`config.mk`:
```
export PLATFORM = sky130hd
export DESIGN_NAME = sprite_motion_ctrl_flat
export DESIGN_NICKNAME = d
export VERILOG_FILES = /design/src/rtl/sprite_motion_if.sv /design/src/rtl/sprite_motion_ctrl.sv /design/src/flat_wrapper.sv
export SDC_FILE = /design/constraint.sdc
export NUM_CORES = 1
export LEC_CHECK = 0
export CAP_MARGIN = 20
export CORE_MARGIN = 5
export CORE_UTILIZATION = 58
export DETAILED_ROUTE_END_ITERATION = 6
export GPL_TIMING_DRIVEN = 0
export PLACE_DENSITY = 0.85
export SYNTH_ARGS = -nofsm -noshare
export SYNTH_HDL_FRONTEND = slang
export SYNTH_SLANG_ARGS = --single-unit
export TNS_END_PERCENT = 50
```
`constraint.sdc`:
```
create_clock -name CLK -period 3.6 [get_ports CLK]
set_clock_uncertainty 0.2 [all_clocks]
set_input_delay 0.54 -clock CLK [delete_from_list [all_inputs] [get_ports CLK]]
set_output_delay 0.54 -clock CLK [all_outputs]
set_load 0.03 [all_outputs]
```
`src/rtl/sprite_motion_if.sv`:
```
// Bundles the frame strobe, control inputs and sprite outputs of sprite_motion_ctrl.
// The master side drives the frame, pause and button inputs; the slave is the controller.
interface sprite_motion_if;
    logic       FRAME_END;
    logic       PAUSE;
    logic       BTN_SPEED;
    logic [9:0] X_POS;
    logic [9:0] Y_POS;
    logic [2:0] COLOR;
    logic [2:0] STEP;
    logic       BOUNCE;
    logic       CORNER;

    modport master (
        output FRAME_END, PAUSE, BTN_SPEED,
        input  X_POS, Y_POS, COLOR, STEP, BOUNCE, CORNER
    );

    modport slave (
        input  FRAME_END, PAUSE, BTN_SPEED,
        output X_POS, Y_POS, COLOR, STEP, BOUNCE, CORNER
    );
endinterface

```
`src/rtl/sprite_motion_ctrl.sv`:
```
// Per-frame sprite motion sequencer: moves on each FRAME_END falling edge, reflects at
// the screen edges, rotates the one-hot colour per bounce and cycles speed from a button.
module sprite_motion_ctrl #(
    parameter int          SCREEN_WIDTH    = 800,
    parameter int          SCREEN_HEIGHT   = 480,
    parameter int          SPRITE_WIDTH    = 256,
    parameter int          SPRITE_HEIGHT   = 128,
    parameter int          START_X         = 270,
    parameter int          START_Y         = 160,
    parameter logic [15:0] DEBOUNCE_CYCLES = 16'd50000
) (
    input  logic            CLK,
    input  logic            RST,
    sprite_motion_if.slave  bus,
    output logic [1:0]      fsm_state
);
    localparam logic signed [10:0] X_MAX = 11'(SCREEN_WIDTH - SPRITE_WIDTH);
    localparam logic signed [10:0] Y_MAX = 11'(SCREEN_HEIGHT - SPRITE_HEIGHT);

    typedef enum logic [1:0] {
        S_WAIT   = 2'd0,
        S_CALC   = 2'd1,
        S_COMMIT = 2'd2
    } state_t;

    state_t state, state_next;

    logic        fe_prev;
    logic        frame_fall;
    logic [9:0]  x_q, y_q;
    logic        vx_neg, vy_neg;
    logic [2:0]  color_q, step_q;
    logic        bounce_q, corner_q;
    logic [9:0]  x_cand_q, y_cand_q;
    logic        vx_neg_cand_q, vy_neg_cand_q, x_refl_q, y_refl_q;
    logic        btn_sync1, btn_sync2;
    logic [15:0] deb_cnt;
    logic        press;

    logic signed [10:0] x_sum, y_sum;
    logic [9:0]         x_clamp, y_clamp;
    logic               x_hit, y_hit, x_dir, y_dir;

    assign frame_fall = fe_prev & ~bus.FRAME_END;
    assign press      = ~btn_sync2 && (deb_cnt == DEBOUNCE_CYCLES - 16'd1);

    always_comb begin
        x_sum   = vx_neg ? $signed({1'b0, x_q}) - $signed({8'b0, step_q})
                         : $signed({1'b0, x_q}) + $signed({8'b0, step_q});
        y_sum   = vy_neg ? $signed({1'b0, y_q}) - $signed({8'b0, step_q})
                         : $signed({1'b0, y_q}) + $signed({8'b0, step_q});
        x_clamp = x_sum[9:0];
        x_hit   = 1'b0;
        x_dir   = vx_neg;
        y_clamp = y_sum[9:0];
        y_hit   = 1'b0;
        y_dir   = vy_neg;
        // Landing exactly on an edge counts as a reflection, same as overshooting it.
        if (x_sum >= X_MAX) begin
            x_clamp = X_MAX[9:0];
            x_hit   = 1'b1;
            x_dir   = 1'b1;
        end else if (x_sum <= 11'sd0) begin
            x_clamp = 10'd0;
            x_hit   = 1'b1;
            x_dir   = 1'b0;
        end
        if (y_sum >= Y_MAX) begin
            y_clamp = Y_MAX[9:0];
            y_hit   = 1'b1;
            y_dir   = 1'b1;
        end else if (y_sum <= 11'sd0) begin
            y_clamp = 10'd0;
            y_hit   = 1'b1;
            y_dir   = 1'b0;
        end
    end

    always_comb begin
        state_next = state;
        case (state)
            S_WAIT:   if (frame_fall && !bus.PAUSE) state_next = S_CALC;
            S_CALC:   state_next = S_COMMIT;
            S_COMMIT: state_next = S_WAIT;
            default:  state_next = S_WAIT;
        endcase
    end

    always_ff @(posedge CLK) begin
        if (RST) begin
            state         <= S_WAIT;
            fe_prev       <= 1'b1;
            x_q           <= 10'(START_X);
            y_q           <= 10'(START_Y);
            vx_neg        <= 1'b0;
            vy_neg        <= 1'b0;
            color_q       <= 3'b001;
            step_q        <= 3'd1;
            bounce_q      <= 1'b0;
            corner_q      <= 1'b0;
            x_cand_q      <= '0;
            y_cand_q      <= '0;
            vx_neg_cand_q <= 1'b0;
            vy_neg_cand_q <= 1'b0;
            x_refl_q      <= 1'b0;
            y_refl_q      <= 1'b0;
            btn_sync1     <= 1'b1;
            btn_sync2     <= 1'b1;
            deb_cnt       <= '0;
        end else begin
            state     <= state_next;
            fe_prev   <= bus.FRAME_END;
            bounce_q  <= 1'b0;
            corner_q  <= 1'b0;
            btn_sync1 <= bus.BTN_SPEED;
            btn_sync2 <= btn_sync1;

            if (state == S_CALC) begin
                x_cand_q      <= x_clamp;
                y_cand_q      <= y_clamp;
                vx_neg_cand_q <= x_dir;
                vy_neg_cand_q <= y_dir;
                x_refl_q      <= x_hit;
                y_refl_q      <= y_hit;
            end

            if (state == S_COMMIT) begin
                x_q      <= x_cand_q;
                y_q      <= y_cand_q;
                vx_neg   <= vx_neg_cand_q;
                vy_neg   <= vy_neg_cand_q;
                bounce_q <= x_refl_q | y_refl_q;
                corner_q <= x_refl_q & y_refl_q;
                // A corner hit rotates the colour once, not once per axis.
                if (x_refl_q | y_refl_q) color_q <= {color_q[1:0], color_q[2]};
            end

            // Counter saturates at the threshold so a held button fires only once.
            if (btn_sync2)                        deb_cnt <= '0;
            else if (deb_cnt != DEBOUNCE_CYCLES)  deb_cnt <= deb_cnt + 16'd1;

            if (press) step_q <= (step_q == 3'd4) ? 3'd1 : step_q + 3'd1;
        end
    end

    assign bus.X_POS  = x_q;
    assign bus.Y_POS  = y_q;
    assign bus.COLOR  = color_q;
    assign bus.STEP   = step_q;
    assign bus.BOUNCE = bounce_q;
    assign bus.CORNER = corner_q;
    assign fsm_state  = state;
endmodule
```
`src/flat_wrapper.sv`:
```
// flat-port wrapper written by rule: the top's interface ports become plain ports
module sprite_motion_ctrl_flat 
#(
    parameter int          SCREEN_WIDTH    = 800,
    parameter int          SCREEN_HEIGHT   = 480,
    parameter int          SPRITE_WIDTH    = 256,
    parameter int          SPRITE_HEIGHT   = 128,
    parameter int          START_X         = 270,
    parameter int          START_Y         = 160,
    parameter logic [15:0] DEBOUNCE_CYCLES = 16'd50000
)
  (CLK, RST, fsm_state, bus_FRAME_END, bus_PAUSE, bus_BTN_SPEED, bus_X_POS, bus_Y_POS, bus_COLOR, bus_STEP, bus_BOUNCE, bus_CORNER);
  sprite_motion_if bus_i ();
  input  logic CLK;
  input  logic RST;
  output logic [1:0] fsm_state;
  input wire logic [$bits(bus_i.FRAME_END)-1:0] bus_FRAME_END;
  input wire logic [$bits(bus_i.PAUSE)-1:0] bus_PAUSE;
  input wire logic [$bits(bus_i.BTN_SPEED)-1:0] bus_BTN_SPEED;
  output wire logic [$bits(bus_i.X_POS)-1:0] bus_X_POS;
  output wire logic [$bits(bus_i.Y_POS)-1:0] bus_Y_POS;
  output wire logic [$bits(bus_i.COLOR)-1:0] bus_COLOR;
  output wire logic [$bits(bus_i.STEP)-1:0] bus_STEP;
  output wire logic [$bits(bus_i.BOUNCE)-1:0] bus_BOUNCE;
  output wire logic [$bits(bus_i.CORNER)-1:0] bus_CORNER;
  assign bus_i.FRAME_END = bus_FRAME_END;
  assign bus_i.PAUSE = bus_PAUSE;
  assign bus_i.BTN_SPEED = bus_BTN_SPEED;
  assign bus_X_POS = bus_i.X_POS;
  assign bus_Y_POS = bus_i.Y_POS;
  assign bus_COLOR = bus_i.COLOR;
  assign bus_STEP = bus_i.STEP;
  assign bus_BOUNCE = bus_i.BOUNCE;
  assign bus_CORNER = bus_i.CORNER;
  sprite_motion_ctrl #(.SCREEN_WIDTH(SCREEN_WIDTH), .SCREEN_HEIGHT(SCREEN_HEIGHT), .SPRITE_WIDTH(SPRITE_WIDTH), .SPRITE_HEIGHT(SPRITE_HEIGHT), .START_X(START_X), .START_Y(START_Y), .DEBOUNCE_CYCLES(DEBOUNCE_CYCLES)) u_core (.CLK(CLK), .RST(RST), .bus(bus_i), .fsm_state(fsm_state));
endmodule
```
==> results.json <==
{
  "viasPerCell": 6.00,
  "cp.arrival_ps": 3530,
  "p_per_area_mw_per_mm2": 348,
  "synth_cell_types": 61,
  "nets": 538,
  "cts_root_buffer": "clkbuf_8",
  "synthCells": 455,
  "relSlewSlack_pct": 57.0,
  "detail-route-antenna-nets": 0,
  "grt_first_pass_wirelength_um": 15800,
  "cp.required_ps": 3630,
  "routabilityCongestion": 0.809,
  "ys_warn_count": 0,
  "fmax_mhz": 286,
  "portBuffers": 33,
  "synth_simple_gate_area_share_pct": 21.7,
  "numCtsBuffers": 9,
  "grt_pass1_vias": 3415,
  "ctsHoldBuffers": 0,
  "start_util_pct": 58.8,
  "synth_xor_area_share_pct": 5.99,
  "clk_pin_slew_worst_paths_ps": 80,
  "antenna_found_initial": 0,
  "timing.setup.tns_ps": 0,
  "final_common_cell": "dfxtp_1",
  "cpPeakStageDelay_ps": 570,
  "synth_edf_count": 0,
  "hold_class": "flip-flop to flip-flop",
  "via_count": 3529,
  "crit_chain": "inv_1 -> ha_1 -> ha_1 -> or2_2 -> ha_4 -> nand3_1 -> o211ai_1 -> xor2_1 -> or4_1 -> nor4_2 -> nand3b_1 -> o211ai_1",
  "synthFlopType": "dfxtp_1",
  "cts.sink_count": 75,
  "routed_wl_um": 9760,
  "cts_buffer_depth": 2,
  "overflow": 0,
  "period_needed_ps": 3500,
  "cp_top_family": "simple AND/OR/NAND/NOR gates",
  "coreArea_mm2": 0.00672,
  "fin_crit_sh_pct": 97.2,
  "status": "finished clean",
  "crit_type": "flip-flop to flip-flop",
  "die_w_um": 92.5,
  "async_flop_share_pct": 0,
  "path_max_fanout": 8,
  "grt_max_degree": 14,
  "track_usage_pct": 23.1,
  "drc_errors": 0,
  "worstMarginPinSlew_ps": 643,
  "design.portCount": 35,
  "synth.mux.area_fraction_pct": 2.35,
  "p_leak_nw": 1.92,
  "drv_slew": 0,
  "hpwlAfterDp_um": 6860,
  "first_iter_violations": 238,
  "htree_levels": 3,
  "synth_area_mm2": 0.00395,
  "syn-num-nets": 490,
  "die-area_mm2": 0.00856,
  "hold_violations": 0,
  "yosysSeqAreaShare_pct": 38.0,
  "ys_ff_latch": 75,
  "synth_top_family_by_area": "simple AND/OR/NAND/NOR gates",
  "synth-compound-area-share_pct": 18.4,
  "cp_slowest_cell": "or4_1",
  "finalSetupViolCount": 0,
  "end_kind": "flip-flop",
  "start_kind": "flip-flop",
  "die_h_um": 92.5,
  "cap_viol_max_count": 0,
  "timing.hold.ws_ps": 223,
  "fp-row-count": 30,
  "layout_common_cells": "dfxtp_1 (73), nand2_1 (67), a21oi_1 (37), nor2_1 (34), clkdlybuf4s50_1 (33)",
  "layout-drive-gt1-share_pct": 12.0,
  "utilization_pct": 69.7,
  "antenna-diode-count": 0,
  "worst-path-buf-inv": 1,
  "ir_worst_vdd_mv": 0.402,
  "first_pass_iters": 5,
  "wire_per_inst_um": 16.6,
  "insertion_delay_ps": 350,
  "cts_tree": "done",
  "avgSynthCellArea_um2": 8.68,
  "synthToLayoutAreaGrowth_pct": 18.7,
  "synthAdderAreaFrac_pct": 9.89
}
## registers in the layout (all words and copies together) (netlist names)
signal and count:
u_core.btn_sync1 1, u_core.btn_sync2 1, u_core.bus.BOUNCE 1, u_core.bus.COLOR 3, u_core.bus.CORNER 1, u_core.bus.STEP 3, u_core.bus.X_POS 10, u_core.bus.Y_POS 10
u_core.deb_cnt 16, u_core.fe_prev 1, u_core.fsm_state 2, u_core.vx_neg 1, u_core.vx_neg_cand_q 1, u_core.vy_neg 1, u_core.vy_neg_cand_q 1, u_core.x_cand_q 10
u_core.x_refl_q 1, u_core.y_cand_q 10, u_core.y_refl_q 1
## cell usage after synthesis (3+ instances only)
library cell	number	share of area, %
mux2i_1	7	1.8
o21ai_1	4	0.51
inv_1	21	2.0
xnor2_1	13	2.9
or3_1	6	0.95
a32o_2	3	0.86
nand2b_1	4	0.63
a21oi_1	38	4.8
xor2_1	14	3.1
nor3_1	10	1.3
ha_1	28	8.9
clkbuf_1	11	1.0
nand2_1	67	6.4
a32oi_1	4	0.89
o211ai_1	4	0.76
or2_2	7	1.1
nor2b_1	4	0.63
dfxtp_1	75	38
nand3_1	16	2.0
a21o_2	3	0.67
nor2_1	34	3.2
and3_1	6	0.95
a32o_1	7	1.8
a21o_1	4	0.76
nand4_1	4	0.63
o21a_1	3	0.57
o21ai_0	12	1.5
## area by class of cell
class	count	area, um^2
fillers	514	2030
well taps	80	100
inverters	21	78.8
clock inverters	6	90.1
flip-flops and latches	75	1510
repair buffers	37	360
multi-input cells	343	2360
clock buffers	10	128
plain buffers	16	63.8
## power breakdown
group / total (mW) / internal [mW] / leakage (nW) / switching, mW
clock: 0.716 / 0.392 / 0.106 / 0.324
combinational: 0.0687 / 0.0246 / 1.21 / 0.0441
sequential: 0.845 / 0.838 / 0.607 / 0.00783
total: 1.63 / 1.25 / 1.92 / 0.376
## timing repair
action / 4_1_cts / 5_1_grt
pin swaps: 0 / 6
endpoints found under the setup margin: 17 / 18
resized for setup: 3 / 11
setup buffers: 0 / 4
## logic make-up after synthesis
| group | count (synthesis) |
|---|---|
| and+or+nand+nor | 174 |
| AOI/OAI and AO/OA | 103 |
| DFF | 75 |
| buffers and inverters | 37 |
| adders and majority gates | 30 |
| xor gates and xnor gates | 27 |
| muxes | 9 |
## worst reg2reg max path, delay by kind of cell (launching register included)
| kind | cells | cell delay, ps |
|---|---|---|
| flip-flops | 1 | 420 |
| AO/OA/AOI/OAI | 2 | 340 |
| AND/OR/NAND/NOR | 5 | 1470 |
| buffers and inverters | 1 | 70 |
| XOR/XNOR | 1 | 130 |
| adder cells (fa/ha/maj) | 3 | 760 |
## metal layers
| metal | track usage, % | up-vias | part of all wire (%) |
|---|---|---|---|
| li1 | - | 1702 | - |
| met1 | 27.7 | 1675 | 42 |
| met2 | 39.8 | 135 | 50 |
| met3 | 5.93 | 17 | 6.8 |
| met4 | 8.04 | 0 | 1.8 |
| met5 | 0 | - | 0 |
## through the flow
step / cells / power [mW] / instance area (um^2) / setup slack [ps]
finish: 588 / 1.63 / 4690 / 99.7
global route: 588 / 1.68 / 4690 / -44.3
CTS: 584 / 1.63 / 4600 / 5.89
detailed placement: 568 / 0.933 / 4380 / -216
global placement: 568 / 0.931 / 4380 / -79.5
floorplan: 455 / 0.908 / 3950 / 97.9
## final timing paths
kind | from | to | slack (ps) | cells past startpoint
max | u_core.bus.STEP[0]$_SDFFE_PP1P_ | u_core.vy_neg_cand_q$_SDFFE_PP0N_ | 100 | 12
min reg2reg | u_core.btn_sync1$_SDFF_PP1_ | u_core.btn_sync2$_SDFF_PP1_ | 220 | 1
max reg2reg | u_core.bus.STEP[0]$_SDFFE_PP1P_ | u_core.vy_neg_cand_q$_SDFFE_PP0N_ | 100 | 12
min | u_core.btn_sync1$_SDFF_PP1_ | u_core.btn_sync2$_SDFF_PP1_ | 220 | 1
Power figures use the tool's default switching activity.
